File: src/rtl/pipelined_hca_adder.sv
// pipelined_hca_adder: Han-Carlson prefix adder with valid/ready pipeline; HCA_SIGNED_OVF_EN adds a signed-overflow output
module pipelined_hca_adder #(
  parameter int WIDTH  = 9,
  parameter int STAGES = 2
) (
  input  logic             clk,
  input  logic             rst,
  input  logic             in_valid,
  output logic             in_ready,
  input  logic [WIDTH-1:0] X,
  input  logic [WIDTH-1:0] Y,
  input  logic             Cin,
  output logic             out_valid,
  input  logic             out_ready,
  output logic [WIDTH:0]   S
`ifdef HCA_SIGNED_OVF_EN
  ,
  output logic             ovf
`endif
);
  localparam int L = (WIDTH > 1) ? $clog2(WIDTH) : 1;
  logic [WIDTH-1:0] g, p, gg, pp, ng, np, fg, fp, c;
  logic [WIDTH:0] sum;
  logic [STAGES-1:0] v;
  logic [WIDTH:0] sr [STAGES];
  logic adv, xfer;
  always_comb begin
    g = X & Y;
    p = X ^ Y;
    gg = g;
    pp = p;
    ng = g;
    np = p;
    // Kogge-Stone over odd positions; distance 1 pulls in the raw even neighbour
    for (int l = 0; l < L; l++) begin
      ng = gg;
      np = pp;
      for (int i = 1; i < WIDTH; i += 2)
        if (i >= (1 << l)) begin
          ng[i] = gg[i] | (pp[i] & gg[i-(1<<l)]);
          np[i] = pp[i] & pp[i-(1<<l)];
        end
      gg = ng;
      pp = np;
    end
    fg = gg;
    fp = pp;
    for (int i = 2; i < WIDTH; i += 2) begin
      fg[i] = g[i] | (p[i] & gg[i-1]);
      fp[i] = p[i] & pp[i-1];
    end
    c = fg | (fp & {WIDTH{Cin}});
    sum = {c[WIDTH-1], p ^ {c[WIDTH-2:0], Cin}};
  end
  assign out_valid = v[STAGES-1];
  assign S = sr[STAGES-1];
  assign adv = !out_valid | out_ready;
  assign in_ready = adv;
  assign xfer = in_valid & adv;
  always_ff @(posedge clk)
    if (rst) begin
      v <= '0;
      for (int i = 0; i < STAGES; i++) sr[i] <= '0;
    end else if (adv) begin
      v[0] <= in_valid;
      sr[0] <= xfer ? sum : sr[0];
      for (int i = 1; i < STAGES; i++) begin
        v[i] <= v[i-1];
        sr[i] <= sr[i-1];
      end
    end
`ifdef HCA_SIGNED_OVF_EN
  logic [STAGES-1:0] ov;
  logic ovf_c;
  assign ovf_c = (X[WIDTH-1] & Y[WIDTH-1] & !sum[WIDTH-1]) | (!X[WIDTH-1] & !Y[WIDTH-1] & sum[WIDTH-1]);
  assign ovf = ov[STAGES-1];
  always_ff @(posedge clk)
    if (rst) ov <= '0;
    else if (adv) begin
      ov[0] <= xfer ? ovf_c : ov[0];
      for (int i = 1; i < STAGES; i++) ov[i] <= ov[i-1];
    end
`endif
endmodule

File: config.mk
export PLATFORM = sky130hd
export DESIGN_NAME = pipelined_hca_adder
export DESIGN_NICKNAME = d
export VERILOG_FILES = /design/src/rtl/pipelined_hca_adder.sv
export SDC_FILE = /design/constraint.sdc
export NUM_CORES = 1
export LEC_CHECK = 0
export BUFFER_PORTS_ARGS = -buffer_cell sky130_fd_sc_hd__buf_2
export CORE_UTILIZATION = 36
export DETAILED_ROUTE_END_ITERATION = 16
export MAX_ROUTING_LAYER = met4
export PLACE_DENSITY_LB_ADDON = 0.25
export SLEW_MARGIN = 20
export SYNTH_ARGS = -nofsm -noshare
export SYNTH_HDL_FRONTEND = slang
export SYNTH_SLANG_ARGS = --single-unit
File: constraint.sdc
create_clock -name clk -period 4.13 [get_ports clk]
set_input_delay 0.2065 -clock clk [delete_from_list [all_inputs] [get_ports clk]]
set_output_delay 0.2065 -clock clk [all_outputs]
set_load 0.005 [all_outputs]
==> results.txt <==
Final Worst Setup Slack = 2.251 ns
CP endpoint kind = register
CTS tree = done
Ranking of synthesized cells by area = edfxtp_1 (48%), ha_1 (9.1%), buf_4 (6.0%)
Num ports = 35
1st-pass router iterations = 4
Clock Latency Late Sink = 0.30 ns
Worst-Margin Slew = 0.5665 ns
Die Span Y = 60.78 um
Clock sink total = 22
Most common cell after layout, fill and taps aside = buf_2
Core Region = 3153 um^2
ANT nets after route = 0
Hold crit path type = in2reg
Synth warnings = 0
Flop pwr share = 52.3%
Sw frac = 21.08%
Worst slew margin = 62.09%
Die width = 60.78 um
Clock Power Share = 30.5%
Via density = 4.497
Most frequent cells in the layout = buf_2 (34), edfxtp_1 (20), and2_1 (11)
# fillers = 319
Xor/xnor cell area share of the yosys netlist = 2.113%
Grt total ovfl = 0
Nets = 169
Number of synthesized flops with an enable pin = 20
Clock buffer depth = 2
Final setup viols = 0
Max VDD drop = 0.1396 mV
Hpwl dp = 1414 um
Area grow syn2layout = 15.09%
Fin crit share = 45.49%
Hold WS = 0.1108 ns
Simple-gate portion of the synthesized area = 16.70%
Fin crit period = 1.879 ns
Post-CTS setup buffers = 0
R2R Setup Slk = 2.55 ns
Starting Density = 39.44%
Compound-Gate Fraction of Synth Area = 8.149%
Synthesized area = 1244 um^2
Clock-pin slew on the worst setup and hold paths = 0.12 ns
Clk root buf = clkbuf_4
Util after Layout = 45.40%
Pin count of the biggest net entering global routing = 14
Worst Path Required = 4.20 ns
Pleak = 0.6739 nW
I/O Buffers = 34
CTS H-tree lvls = 1
WP data arrival = 1.94 ns
Via count = 805
Row cnt = 20
Seq cells post-synth = 22
Antenna cells = 0
Drt wl/cell = 9.570 um
First-pass GRT wire length = 3001 um
Adder-Cell Fraction of Synth Area = 10.66%
Vias in the first global route = 743
Largest family of logic cells by synthesized area = simple AND/OR/NAND/NOR gates
Post-synth ARST share = 0%
RSZ-0062 raised after global routing = false
Cell Int Power = 0.0004138 W
PwrDens = 366.3 nW/um^2
Drt drc = 0
TritonCTS Buffers = 3
Cells after Synth = 109
Yosys top cell area share = 48.29%
Max Slew Vio Count = 0
Fmax = 532.3 MHz
Antenna violations before repair = 0
Place WS = 1.943 ns
Total Wirelength = 1713 um
Max Cap Viol = 0
Gate power share = 17.2%
Clk_skew = 0.0006513 ns
Yosys cell types = 31
Die area = 3694 um^2
Mux contribution to synthesized area = 1.207%
Psw = 0.0001105 W
First DRT Iteration DRCs = 6
Post-cts resize count = 0
Status = complete, no violations
Gr usage total = 11.36%
Mean Syn Cell Area = 11.41 um^2
Startpoint Class = input pin
Post-route setup TNS = 0 ns
Crit Path Max Fanout = 4
Sequential fraction of the synthesis area = 51.51%
Ys flop type = edfxtp_1
Share of layout cells above drive strength 1 = 31.85%
Syn Nets = 142
Final Hold Viols = 0
# hold bufs at CTS = 0
Kind of critical path = in2reg
Gpl congestion = 0.8005
Post-synth top area cell = edfxtp_1
-- worst max-delay path, cell delays in order --
cell	delay, ns
buf_2	0.10
ha_1	0.34
and2_4	0.18
a221o_1	0.35
o21a_1	0.24
o22a_1	0.23
mux2_4	0.30
-- synth_stat cells (3+ instances only) --
master,instances
ha_1,9
nand2_1,5
nand2b_1,3
nor2_1,8
inv_1,8
edfxtp_1,20
buf_4,10
nor3_1,3
a21oi_1,5
and2_1,11
-- final timing paths --
check,cells past startpoint,endpoint,startpoint
max reg2reg,4,sr[0][8],v[1]
min,2,v[0],rst
max,7,sr[0][8],X[2]
min reg2reg,2,v[0],v[0]
-- metal layers --
metal | up-vias | part of all wire [%] | track usage, %
met5 | - | 0 | -
met4 | 0 | 2.4 | 6.818
met3 | 4 | 4.8 | 1.279
met2 | 28 | 46 | 19.31
met1 | 351 | 46 | 12.80
li1 | 422 | - | -
-- registers in the layout, indices dropped and copies added (netlist names) --
register,flops
sr,20
v,2
-- cell families after synthesis --
| group | Yosys count |
|---|---|
| AND/OR/NAND/NOR | 38 |
| flip-flops | 22 |
| buffers and inverters | 20 |
| AO/OA/AOI/OAI | 15 |
| adder cells (fa/ha/maj) | 10 |
| XOR/XNOR | 3 |
| multiplexers | 1 |
-- final cells by class --
class / count / area (um^2) / area share [%]
Clock buffer: 3 / 22.52 / 1.573
Clock inverter: 1 / 30.03 / 2.098
Inverter: 8 / 30.03 / 2.098
Multi-Input combinational cell: 67 / 483.0 / 33.74
Sequential cell: 22 / 640.6 / 44.76
Tap cell: 44 / 55.05 / 3.846
Timing Repair Buffer: 34 / 170.2 / 11.89
-- through the flow --
step                      cells  power (W)  instance area (um^2)
after floorplan             109  0.0003518                  1244
after global placement      175  0.0003669                  1379
after detailed placement    175  0.0003703                  1379
after CTS                   179  0.0005294                  1431
after global routing        179  0.0005556                  1431
final                       179  0.0005243                  1431
-- power groups by stage --
stage | Sequential [W] | Combinational (W) | Clock, W
2_1_floorplan | 0.000279 | 0.0000730 | 0
3_3_place_gp | 0.000279 | 0.0000880 | 0
3_5_place_dp | 0.000280 | 0.0000905 | 0
4_1_cts | 0.000274 | 0.0000911 | 0.000164
5_1_grt | 0.000277 | 0.000104 | 0.000174
6_report | 0.000274 | 0.0000901 | 0.000160
Power figures use the tool's default switching activity.
